$ cat src/rtl/id_imm_queue_if.sv
// id_imm_queue_if: bundles the ID-side instruction handshake, the register
// read port pair, flush, and the EX-side result handshake for id_imm_queue.
// slave = the queue itself; master = the surrounding pipeline / testbench.
interface id_imm_queue_if #(
  parameter int DATA_WIDTH = 32
);
  // control
  logic                  flush;
  // ID-side instruction handshake
  logic                  in_valid;
  logic                  in_ready;
  logic [31:0]           inst;
  // register read requests and combinational read data
  logic [4:0]            reg_addr_1;
  logic                  reg_read_en_1;
  logic [4:0]            reg_addr_2;
  logic                  reg_read_en_2;
  logic [DATA_WIDTH-1:0] reg_val_mux_data_1;
  logic [DATA_WIDTH-1:0] reg_val_mux_data_2;
  // EX-side head-of-queue handshake
  logic                  out_valid;
  logic                  out_ready;
  logic [5:0]            out_op;
  logic                  out_inst_immediate;
  logic                  out_mem;
  logic [DATA_WIDTH-1:0] out_operand_1;
  logic [DATA_WIDTH-1:0] out_operand_2;
  logic [DATA_WIDTH-1:0] out_store_data;
  logic                  out_write_reg_en;
  logic [4:0]            out_write_reg_addr;

  modport slave (
    input  flush, in_valid, inst, reg_val_mux_data_1, reg_val_mux_data_2, out_ready,
    output in_ready, reg_addr_1, reg_read_en_1, reg_addr_2, reg_read_en_2,
           out_valid, out_op, out_inst_immediate, out_mem, out_operand_1,
           out_operand_2, out_store_data, out_write_reg_en, out_write_reg_addr
  );

  modport master (
    output flush, in_valid, inst, reg_val_mux_data_1, reg_val_mux_data_2, out_ready,
    input  in_ready, reg_addr_1, reg_read_en_1, reg_addr_2, reg_read_en_2,
           out_valid, out_op, out_inst_immediate, out_mem, out_operand_1,
           out_operand_2, out_store_data, out_write_reg_en, out_write_reg_addr
  );
endinterface

$ cat src/rtl/id_imm_queue.sv
// Purpose: decode I-type ALU (and, with ID_IMM_MEM_EN, load/store) instructions,
//          capture rs/rt data and the extended immediate into a DEPTH-entry queue.
// Latency: accepted at edge N -> at queue head (out_valid=1) in cycle N+1 when empty.
// Backpressure: in_ready=0 when full (no pass-through), during flush or rst; head holds until out_ready.
// Ports: clk, rst (sync, active high); bus (id_imm_queue_if.slave) carries flush,
//        in_valid/in_ready/inst, reg read requests + data, out_valid/out_ready and out_* fields.
// Config: `define ID_IMM_MEM_EN enables load/store decode, read port 2 and out_mem/out_store_data.
module id_imm_queue #(
  parameter int DATA_WIDTH = 32,
  parameter int DEPTH      = 2
) (
  input  logic           clk,
  input  logic           rst,
  id_imm_queue_if.slave  bus
);

`ifdef ID_IMM_MEM_EN
  localparam logic MEM_EN = 1'b1;
`else
  localparam logic MEM_EN = 1'b0;
`endif

  localparam int PTR_W = $clog2(DEPTH);
  localparam int CNT_W = PTR_W + 1;

  localparam logic [5:0] OP_ADDI  = 6'h08, OP_ADDIU = 6'h09, OP_SLTI = 6'h0A, OP_SLTIU = 6'h0B;
  localparam logic [5:0] OP_ANDI  = 6'h0C, OP_ORI   = 6'h0D, OP_XORI = 6'h0E, OP_LUI   = 6'h0F;
  localparam logic [5:0] OP_LB    = 6'h20, OP_LH    = 6'h21, OP_LW   = 6'h23;
  localparam logic [5:0] OP_LBU   = 6'h24, OP_LHU   = 6'h25;
  localparam logic [5:0] OP_SB    = 6'h28, OP_SH    = 6'h29, OP_SW   = 6'h2B;

  typedef struct packed {
    logic [5:0]            op;
    logic                  imm;
    logic                  mem;
    logic [DATA_WIDTH-1:0] op1;
    logic [DATA_WIDTH-1:0] op2;
    logic [DATA_WIDTH-1:0] sdata;
    logic                  wen;
    logic [4:0]            waddr;
  } entry_t;

  // instruction fields
  logic [5:0]         opc;
  logic [4:0]         rs;
  logic [4:0]         rt;
  logic [15:0]        imm;
  logic signed [15:0] imm_s;
  logic signed [31:0] lui_s;

  assign opc   = bus.inst[31:26];
  assign rs    = bus.inst[25:21];
  assign rt    = bus.inst[20:16];
  assign imm   = bus.inst[15:0];
  assign imm_s = bus.inst[15:0];
  // LUI result is formed at 32 bits first, then sign-extended from bit 31
  assign lui_s = {bus.inst[15:0], 16'h0000};

  logic is_alu, is_zext, is_lui, is_load, is_store, is_mem;

  always_comb begin
    is_alu   = 1'b0;
    is_zext  = 1'b0;
    is_lui   = 1'b0;
    is_load  = 1'b0;
    is_store = 1'b0;
    case (opc)
      OP_ANDI, OP_ORI, OP_XORI: begin
        is_alu  = 1'b1;
        is_zext = 1'b1;
      end
      OP_ADDI, OP_ADDIU, OP_SLTI, OP_SLTIU: is_alu = 1'b1;
      OP_LUI: begin
        is_alu = 1'b1;
        is_lui = 1'b1;
      end
      OP_LB, OP_LH, OP_LW, OP_LBU, OP_LHU: is_load  = MEM_EN;
      OP_SB, OP_SH, OP_SW:                 is_store = MEM_EN;
      default: ;
    endcase
  end

  assign is_mem = is_load | is_store;

  // register read requests, only while an instruction is presented
  always_comb begin
    bus.reg_read_en_1 = bus.in_valid && (is_alu || is_mem);
    bus.reg_addr_1    = bus.reg_read_en_1 ? rs : 5'd0;
    bus.reg_read_en_2 = bus.in_valid && is_store;
    bus.reg_addr_2    = bus.reg_read_en_2 ? rt : 5'd0;
  end

  // entry built from the current instruction; "other" keeps only the opcode
  entry_t new_entry;

  always_comb begin
    new_entry     = '0;
    new_entry.op  = opc;
    new_entry.imm = is_alu;
    new_entry.mem = is_mem;
    if (is_alu || is_mem)
      new_entry.op1 = bus.reg_val_mux_data_1;
    if (is_zext)
      new_entry.op2 = DATA_WIDTH'(imm);
    else if (is_lui)
      new_entry.op2 = DATA_WIDTH'(lui_s);
    else if (is_alu || is_mem)
      new_entry.op2 = DATA_WIDTH'(imm_s);
    if (is_store)
      new_entry.sdata = bus.reg_val_mux_data_2;
    if (is_alu || is_load) begin
      new_entry.wen   = 1'b1;
      new_entry.waddr = rt;
    end
  end

  // circular buffer
  entry_t           queue_q [DEPTH];
  logic [PTR_W-1:0] wr_ptr;
  logic [PTR_W-1:0] rd_ptr;
  logic [CNT_W-1:0] count;
  logic             push;
  logic             pop;

  assign bus.in_ready  = (count != CNT_W'(DEPTH)) && !bus.flush && !rst;
  assign bus.out_valid = (count != '0);
  assign push          = bus.in_valid && bus.in_ready;
  assign pop           = bus.out_valid && bus.out_ready;

  always_ff @(posedge clk) begin
    if (rst || bus.flush) begin
      wr_ptr <= '0;
      rd_ptr <= '0;
      count  <= '0;
    end else begin
      if (push) begin
        queue_q[wr_ptr] <= new_entry;
        wr_ptr          <= wr_ptr + PTR_W'(1);
      end
      if (pop)
        rd_ptr <= rd_ptr + PTR_W'(1);
      case ({push, pop})
        2'b10:   count <= count + CNT_W'(1);
        2'b01:   count <= count - CNT_W'(1);
        default: ;
      endcase
    end
  end

  // head entry, blanked to zero when empty
  entry_t head;

  always_comb begin
    head = bus.out_valid ? queue_q[rd_ptr] : '0;
    bus.out_op             = head.op;
    bus.out_inst_immediate = head.imm;
    bus.out_mem            = head.mem;
    bus.out_operand_1      = head.op1;
    bus.out_operand_2      = head.op2;
    bus.out_store_data     = head.sdata;
    bus.out_write_reg_en   = head.wen;
    bus.out_write_reg_addr = head.waddr;
  end

endmodule

$ cat src/flat_wrapper.sv
// flat-port wrapper written by rule: the top's interface ports become plain ports
module id_imm_queue_flat 
#(
  parameter int DATA_WIDTH = 32,
  parameter int DEPTH      = 2
)
  (clk, rst, bus_flush, bus_in_valid, bus_inst, bus_reg_val_mux_data_1, bus_reg_val_mux_data_2, bus_out_ready, bus_in_ready, bus_reg_addr_1, bus_reg_read_en_1, bus_reg_addr_2, bus_reg_read_en_2, bus_out_valid, bus_out_op, bus_out_inst_immediate, bus_out_mem, bus_out_operand_1, bus_out_operand_2, bus_out_store_data, bus_out_write_reg_en, bus_out_write_reg_addr);
  id_imm_queue_if #(.DATA_WIDTH(DATA_WIDTH)) bus_i ();
  input  logic clk;
  input  logic rst;
  input wire logic [$bits(bus_i.flush)-1:0] bus_flush;
  input wire logic [$bits(bus_i.in_valid)-1:0] bus_in_valid;
  input wire logic [$bits(bus_i.inst)-1:0] bus_inst;
  input wire logic [$bits(bus_i.reg_val_mux_data_1)-1:0] bus_reg_val_mux_data_1;
  input wire logic [$bits(bus_i.reg_val_mux_data_2)-1:0] bus_reg_val_mux_data_2;
  input wire logic [$bits(bus_i.out_ready)-1:0] bus_out_ready;
  output wire logic [$bits(bus_i.in_ready)-1:0] bus_in_ready;
  output wire logic [$bits(bus_i.reg_addr_1)-1:0] bus_reg_addr_1;
  output wire logic [$bits(bus_i.reg_read_en_1)-1:0] bus_reg_read_en_1;
  output wire logic [$bits(bus_i.reg_addr_2)-1:0] bus_reg_addr_2;
  output wire logic [$bits(bus_i.reg_read_en_2)-1:0] bus_reg_read_en_2;
  output wire logic [$bits(bus_i.out_valid)-1:0] bus_out_valid;
  output wire logic [$bits(bus_i.out_op)-1:0] bus_out_op;
  output wire logic [$bits(bus_i.out_inst_immediate)-1:0] bus_out_inst_immediate;
  output wire logic [$bits(bus_i.out_mem)-1:0] bus_out_mem;
  output wire logic [$bits(bus_i.out_operand_1)-1:0] bus_out_operand_1;
  output wire logic [$bits(bus_i.out_operand_2)-1:0] bus_out_operand_2;
  output wire logic [$bits(bus_i.out_store_data)-1:0] bus_out_store_data;
  output wire logic [$bits(bus_i.out_write_reg_en)-1:0] bus_out_write_reg_en;
  output wire logic [$bits(bus_i.out_write_reg_addr)-1:0] bus_out_write_reg_addr;
  assign bus_i.flush = bus_flush;
  assign bus_i.in_valid = bus_in_valid;
  assign bus_i.inst = bus_inst;
  assign bus_i.reg_val_mux_data_1 = bus_reg_val_mux_data_1;
  assign bus_i.reg_val_mux_data_2 = bus_reg_val_mux_data_2;
  assign bus_i.out_ready = bus_out_ready;
  assign bus_in_ready = bus_i.in_ready;
  assign bus_reg_addr_1 = bus_i.reg_addr_1;
  assign bus_reg_read_en_1 = bus_i.reg_read_en_1;
  assign bus_reg_addr_2 = bus_i.reg_addr_2;
  assign bus_reg_read_en_2 = bus_i.reg_read_en_2;
  assign bus_out_valid = bus_i.out_valid;
  assign bus_out_op = bus_i.out_op;
  assign bus_out_inst_immediate = bus_i.out_inst_immediate;
  assign bus_out_mem = bus_i.out_mem;
  assign bus_out_operand_1 = bus_i.out_operand_1;
  assign bus_out_operand_2 = bus_i.out_operand_2;
  assign bus_out_store_data = bus_i.out_store_data;
  assign bus_out_write_reg_en = bus_i.out_write_reg_en;
  assign bus_out_write_reg_addr = bus_i.out_write_reg_addr;
  id_imm_queue #(.DATA_WIDTH(DATA_WIDTH), .DEPTH(DEPTH)) u_core (.clk(clk), .rst(rst), .bus(bus_i));
endmodule
$ cat config.mk
export PLATFORM = sky130hd
export DESIGN_NAME = id_imm_queue_flat
export DESIGN_NICKNAME = d
export VERILOG_FILES = /design/src/rtl/id_imm_queue_if.sv /design/src/rtl/id_imm_queue.sv /design/src/flat_wrapper.sv
export SDC_FILE = /design/constraint.sdc
export NUM_CORES = 1
export LEC_CHECK = 0
export ABC_AREA = 0
export CORE_MARGIN = 3
export CORE_UTILIZATION = 35
export CTS_BUF_LIST = sky130_fd_sc_hd__clkbuf_8
export DETAILED_ROUTE_END_ITERATION = 12
export PLACE_DENSITY = 0.61
export SLEW_MARGIN = 20
export SYNTH_ARGS = -nofsm -noshare
export SYNTH_HDL_FRONTEND = slang
export SYNTH_SLANG_ARGS = --single-unit
export TNS_END_PERCENT = 5
$ cat constraint.sdc
create_clock -name clk -period 8.2 [get_ports clk]
set_input_delay 2.05 -clock clk [delete_from_list [all_inputs] [get_ports clk]]
set_output_delay 2.05 -clock clk [all_outputs]
set_load 0.05 [all_outputs]
==> results of run 1 <==
## state kept, by name, summed over array words and instances, names as in the netlist, named ones only
name and cells:
u_core.count 2, u_core.queue_q 152, u_core.rd_ptr 1, u_core.wr_ptr 1
## stage by stage
| step | hold WS [ps] | power, mW | instances | instance area [µm²] | utilization, % |
|---|---|---|---|---|---|
| global route | 550 | 1.66 | 906 | 8820 | 46.5 |
| global placement | 486 | 1.10 | 873 | 8450 | 44.6 |
| detailed placement | 494 | 1.10 | 873 | 8450 | 44.6 |
| finish | 517 | 1.59 | 906 | 8820 | 46.5 |
| floorplan | 467 | 1.04 | 523 | 6990 | - |
| CTS | 520 | 1.61 | 905 | 8800 | 46.4 |
## kinds of logic (layout without fill, tap and decap cells)
group,Yosys count,count (layout)
flip-flops,157,157
AND/OR/NAND/NOR,156,156
multiplexers,76,76
buffers and inverters,71,194
AO/OA/AOI/OAI,20,20
XOR/XNOR,3,3
adder cells (fa/ha/maj),1,1
other,1,39
## per-layer routing
layer	vias up	wire length, µm
li1	1941	-
met1	1913	6230
met5	-	0
met4	0	118
met3	8	886
met2	133	7400
## where the power goes
part,total (mW),switching [mW],internal (mW)
combinational,0.184,0.122,0.0621
sequential,0.895,0.00494,0.890
clock,0.508,0.275,0.233
total,1.59,0.402,1.18
## cell type report
type	count	area [µm²]	share of cell area [%]
clock buffer	17	234	2.65
timing repair buffer	158	1580	17.9
tap	260	325	3.69
clock inverter	15	109	1.23
sequential	157	4670	53.0
multi-input combinational	295	1880	21.4
inverter	4	15.0	0.170
## path summary, 6_finish.rpt
check	startpoint	end	slack, ps
max	bus_inst[29]	bus_reg_addr_1[4]	1760
max reg2reg	u_core.count[0]$_SDFFE_PP0P_	u_core.queue_q[0][6]$_DFFE_PP_	5380
min	u_core.rd_ptr$_SDFFE_PP0P_	u_core.rd_ptr$_SDFFE_PP0P_	520
min reg2reg	u_core.rd_ptr$_SDFFE_PP0P_	u_core.rd_ptr$_SDFFE_PP0P_	520
## cell usage in the layout, fill, tap and decap left out, types with 5 or more instances in the layout
cell	Yosys	routed
inv_1	3	6
mux2i_1	76	76
clkdlybuf4s50_1	0	153
nor2_1	83	81
and3_1	23	22
a21o_1	10	10
clkinvlp_4	0	5
clkbuf_8	0	17
and2_1	37	37
edfxtp_1	152	152
conb_1	1	39
## worst max-delay path, delay by kind of cell
kind / cells / cell delay (ps)
and+or+nand+nor: 2 / 670
buffers and inverters: 3 / 1650
==> results.json, run 1 <==
{
  "post_cts_resize_count": 0,
  "max_clock_freq_mhz": 155,
  "core_mm2": 0.0190,
  "synth.area.top_cells": "edfxtp_1, mux2i_1, buf_4, nor2_1, and2_1",
  "grt_overflow_total": 0,
  "viasPerCell": 4.41,
  "critPathArrivalTime_ps": 4390,
  "worst_setup_path_start_kind": "primary input",
  "htree_levels": 4,
  "ios": 225,
  "worst_pin_slew_ps": 1000,
  "synthArstFlopShare_pct": 0,
  "synth_adder_area_share_pct": 0.183,
  "path_clk_slew_ps": 70,
  "clockBufferDepth": 2,
  "numPortBuffers": 153,
  "min_path_type": "flop to flop",
  "antenna_found_initial": 0,
  "cts_hold_buffers": 0,
  "relSlewSlack_pct": 32.9,
  "grt_use_met2_pct": 24.6,
  "cts_tree": "built",
  "setup_ws_ps": 1760,
  "peakVddDrop_v": 0.0000869,
  "cp-end-kind": "output pin",
  "dr.pass1.iters": 4,
  "rows": 50,
  "crit_type": "primary input to output pin",
  "clock_sinks": 157,
  "synth.cell_area_mm2": 0.00685,
  "fill_cells": 1747,
  "syn_inst": 485,
  "pwr_density_cell_mw_per_mm2": 180,
  "ys_types": 32,
  "drt_iter0_markers": 191,
  "grt_pass1_vias": 4245,
  "met1_usage_pct": 16.2,
  "die_area_mm2": 0.0213,
  "status": "finished, final reports clean",
  "r2r_cells": 4,
  "whs_path_depth": 2,
  "cts_made_buffers": 17,
  "path_max_fanout": 30,
  "die_w_um": 146,
  "synth_top_family_by_area": "simple AND/OR/NAND/NOR gates",
  "hpwl_um": 9350,
  "drv_cap": 0,
  "synth_commonest_cells": "edfxtp_1, nor2_1, mux2i_1, buf_4, and2_1",
  "grt_use_met3_pct": 4.76,
  "final_max_slew_viol_count": 0,
  "clk_latency_ps": 430,
  "gp_congestion": 0.725,
  "layout.nets": 735,
  "synthMostInstantiatedCell": "edfxtp_1",
  "power.leakage_nw": 3.15,
  "yosysWarnings": 0,
  "diodes": 0,
  "synth_edf_count": 152,
  "fin_setup_tns_ps": 0,
  "finalCritPeriodShare_pct": 78.6,
  "synth-simple-area-share_pct": 11.3,
  "muxShareOfSynthArea_pct": 11.1,
  "ys_ff_latch": 157,
  "synth.avg_cell_area_um2": 14.1,
  "grt_usage_pct": 14.0,
  "drive_above_1_share_pct": 6.97,
  "cp.required_ps": 6150,
  "path_cells": "clkdlybuf4s50_1 -> or3b_4 -> inv_2 -> and3_1 -> clkdlybuf4s50_1",
  "cpPeakStageDelay_ps": 810,
  "grt_max_degree": 77,
  "grt_pass1_wl_um": 23100,
  "cp_slowest_cell": "clkdlybuf4s50_1",
  "drtAntennaViolNets": 0,
  "synth_top_area_share_pct": 66.7,
  "min_period_ps": 6440,
  "hold_viol_final": 0,
  "drc_errors": 0,
  "crit_top_cell": "clkdlybuf4s50_1",
  "worst_clock_skew_ps": 9.91,
  "routedWlPerCell_um": 16.1,
  "synthToLayoutAreaGrowth_pct": 28.7,
  "start_util_pct": 36.1,
  "final-setup-viol-count": 0,
  "rsz0062_at_grt": "no",
  "top_usage_layer": "met2",
  "fp.dieH_um": 146,
  "yosys.area.top_type": "edfxtp_1",
  "pre_cts_slack_ps": 1670,
  "cts_root_buf": "clkbuf_8",
  "cts_setup_buffers": 0,
  "ys.flop_type": "edfxtp_1",
  "wirelength_um": 14600,
  "synth_compound_area_share_pct": 2.05,
  "synth_xor_area_share_pct": 0.384,
  "ys_seq_area_share_pct": 68.1,
  "dr_total_vias": 3995
}
(Power assumes the default switching activity.)
==> run 2, diff against run 1 <==
Clock period 8.2 ns to 6.5 ns, I/O delays scaled along.
==> run 2 against run 1 <==
Compared with the run above:
- critical path depth is the same
- sequential cell count unchanged
- combinational power rose by 27%
- sequential share of layout area fell by 0.40 points
- worst hold slack better by 8.6 ps
- largest power group unchanged
- cell count is 0.11% lower
- critical endpoint unchanged
- cell area rose by 0.75%
- sequential power rose by 26%
- count of clock-buffer cells in the layout is the same
- total power is 31% higher
- die area did not move
==> results.json, run 2 (synthesis gave the netlist of run 1 again) <==
{
  "crit_family": "buffers and inverters",
  "path_buf_inv": 3,
  "crit_cells": 5,
  "final_max_slew_viol_count": 0,
  "rsz0062_at_grt": "no",
  "core_mm2": 0.0190,
  "cts_setup_buffers": 0,
  "rows": 50,
  "grt_pass1_vias": 4325,
  "layout.nets": 735,
  "pwr_density_cell_mw_per_mm2": 234,
  "relSlewSlack_pct": 33.6,
  "clock_sinks": 157,
  "path_clk_slew_ps": 70,
  "dr_total_vias": 4065,
  "drt_iter0_markers": 165,
  "fin_setup_tns_ps": 0,
  "hpwl_um": 9270,
  "drtAntennaViolNets": 0,
  "min_period_ps": 5640,
  "post_cts_resize_count": 0,
  "power.leakage_nw": 3.19,
  "worst_setup_path_start_kind": "primary input",
  "cts_root_buf": "clkbuf_8",
  "cts_hold_buffers": 0,
  "ios": 225,
  "numPortBuffers": 153,
  "hold_viol_final": 0,
  "wirelength_um": 14800,
  "viasPerCell": 4.49,
  "worst_clock_skew_ps": 8.65,
  "whs_path_depth": 2,
  "min_path_type": "flop to flop",
  "reg.largest.list": "u_core.queue_q: 152 flops, u_core.count: 2 flops",
  "drc_errors": 0,
  "synthToLayoutAreaGrowth_pct": 29.7,
  "final_common_cell": "clkdlybuf4s50_1",
  "die_area_mm2": 0.0213,
  "final_cell_mix": "clkdlybuf4s50_1, edfxtp_1, nor2_1",
  "cp-end-kind": "output pin",
  "post-route-util_pct": 46.9,
  "grt_pass1_wl_um": 23000,
  "path_cells": "clkdlybuf4s50_1 -> or3b_4 -> inv_2 -> and3_1 -> clkdlybuf4s50_1",
  "cts_tree": "built",
  "status": "finished, final reports clean",
  "drive_above_1_share_pct": 7.13,
  "cp.required_ps": 4880,
  "gp_congestion": 0.712,
  "crit_type": "primary input to output pin",
  "drv_cap": 0,
  "cp_slowest_cell": "clkdlybuf4s50_1",
  "routedWlPerCell_um": 16.4,
  "max_clock_freq_mhz": 177,
  "clockBufferDepth": 2,
  "largest_register": "u_core.queue_q",
  "clk_latency_ps": 430,
  "grt_max_degree": 77,
  "fp.dieH_um": 146,
  "peakVddDrop_v": 0.000108,
  "antenna_found_initial": 1,
  "crit_top_cell": "clkdlybuf4s50_1",
  "dr.pass1.iters": 4,
  "diodes": 0,
  "grt_usage_pct": 13.9,
  "final-setup-viol-count": 0,
  "path_max_fanout": 30,
  "htree_levels": 4,
  "largest_reg_flops": 152,
  "start_util_pct": 36.1,
  "cpPeakStageDelay_ps": 810,
  "grt_overflow_total": 0,
  "die_w_um": 146,
  "worst_pin_slew_ps": 996,
  "r2r_cells": 4,
  "cts_made_buffers": 17,
  "finalCritPeriodShare_pct": 86.8,
  "critPathArrivalTime_ps": 4020
}
run 2: cell types whose count changed in the layout (fill, tap and decap cells not counted), sizes merged:
cell,change
bufinv,+2
clkinvlp,-2
clkinv,-1
run 2: layout make-up:
| type | count | area (µm²) |
|---|---|---|
| Timing Repair Buffer | 158 | 1600 |
| Fill cell | 1719 | 10100 |
| Inverter | 4 | 15.0 |
| Clock inverter | 14 | 155 |
| Clock buffer | 17 | 234 |
| Tap cell | 260 | 325 |
| Multi-Input combinational cell | 295 | 1880 |
| Sequential cell | 157 | 4670 |
run 2: final timing paths:
kind,from,end,slack [ps]
setup / recovery,bus_inst[29],bus_reg_addr_1[4],860
hold / removal,u_core.rd_ptr$_SDFFE_PP0P_,u_core.rd_ptr$_SDFFE_PP0P_,530
setup reg to reg,u_core.count[0]$_SDFFE_PP0P_,u_core.queue_q[0][55]$_DFFE_PP_,4130
hold reg to reg,u_core.rd_ptr$_SDFFE_PP0P_,u_core.rd_ptr$_SDFFE_PP0P_,530
run 2: power breakdown:
| part | leakage (nW) | internal, mW | switching, mW | total, mW |
|---|---|---|---|---|
| sequential | 1.48 | 1.12 | 0.00663 | 1.13 |
| combinational | 1.51 | 0.0791 | 0.154 | 0.233 |
| clock | 0.199 | 0.372 | 0.342 | 0.714 |
| total | 3.19 | 1.57 | 0.503 | 2.08 |
run 2: metrics by stage:
step	worst slack [ps]	cells	hold slack, ps	cell area, µm²	power, mW
4_1_cts	826	904	533	8850	2.11
2_1_floorplan	414	523	467	6990	1.32
6_report	857	905	526	8880	2.08
3_5_place_dp	826	873	500	8470	1.39
3_3_place_gp	848	873	487	8470	1.38
5_1_grt	734	905	552	8880	2.17
run 2: routing by layer:
layer | global-route usage [%] | vias to the layer above | share of wire, %
met4 | 3.94 | 2 | 0.96
met2 | 24.6 | 126 | 52
met5 | 0 | - | 0.088
met3 | 4.33 | 12 | 5.4
met1 | 16.2 | 1985 | 42
li1 | - | 1940 | -
run 2: worst register-to-register path, cell delays in order (launching register included):
cell and delay (ps):
dfxtp_1 470, nor2b_1 130, or3_4 400, nor2_4 610
buf_12 390
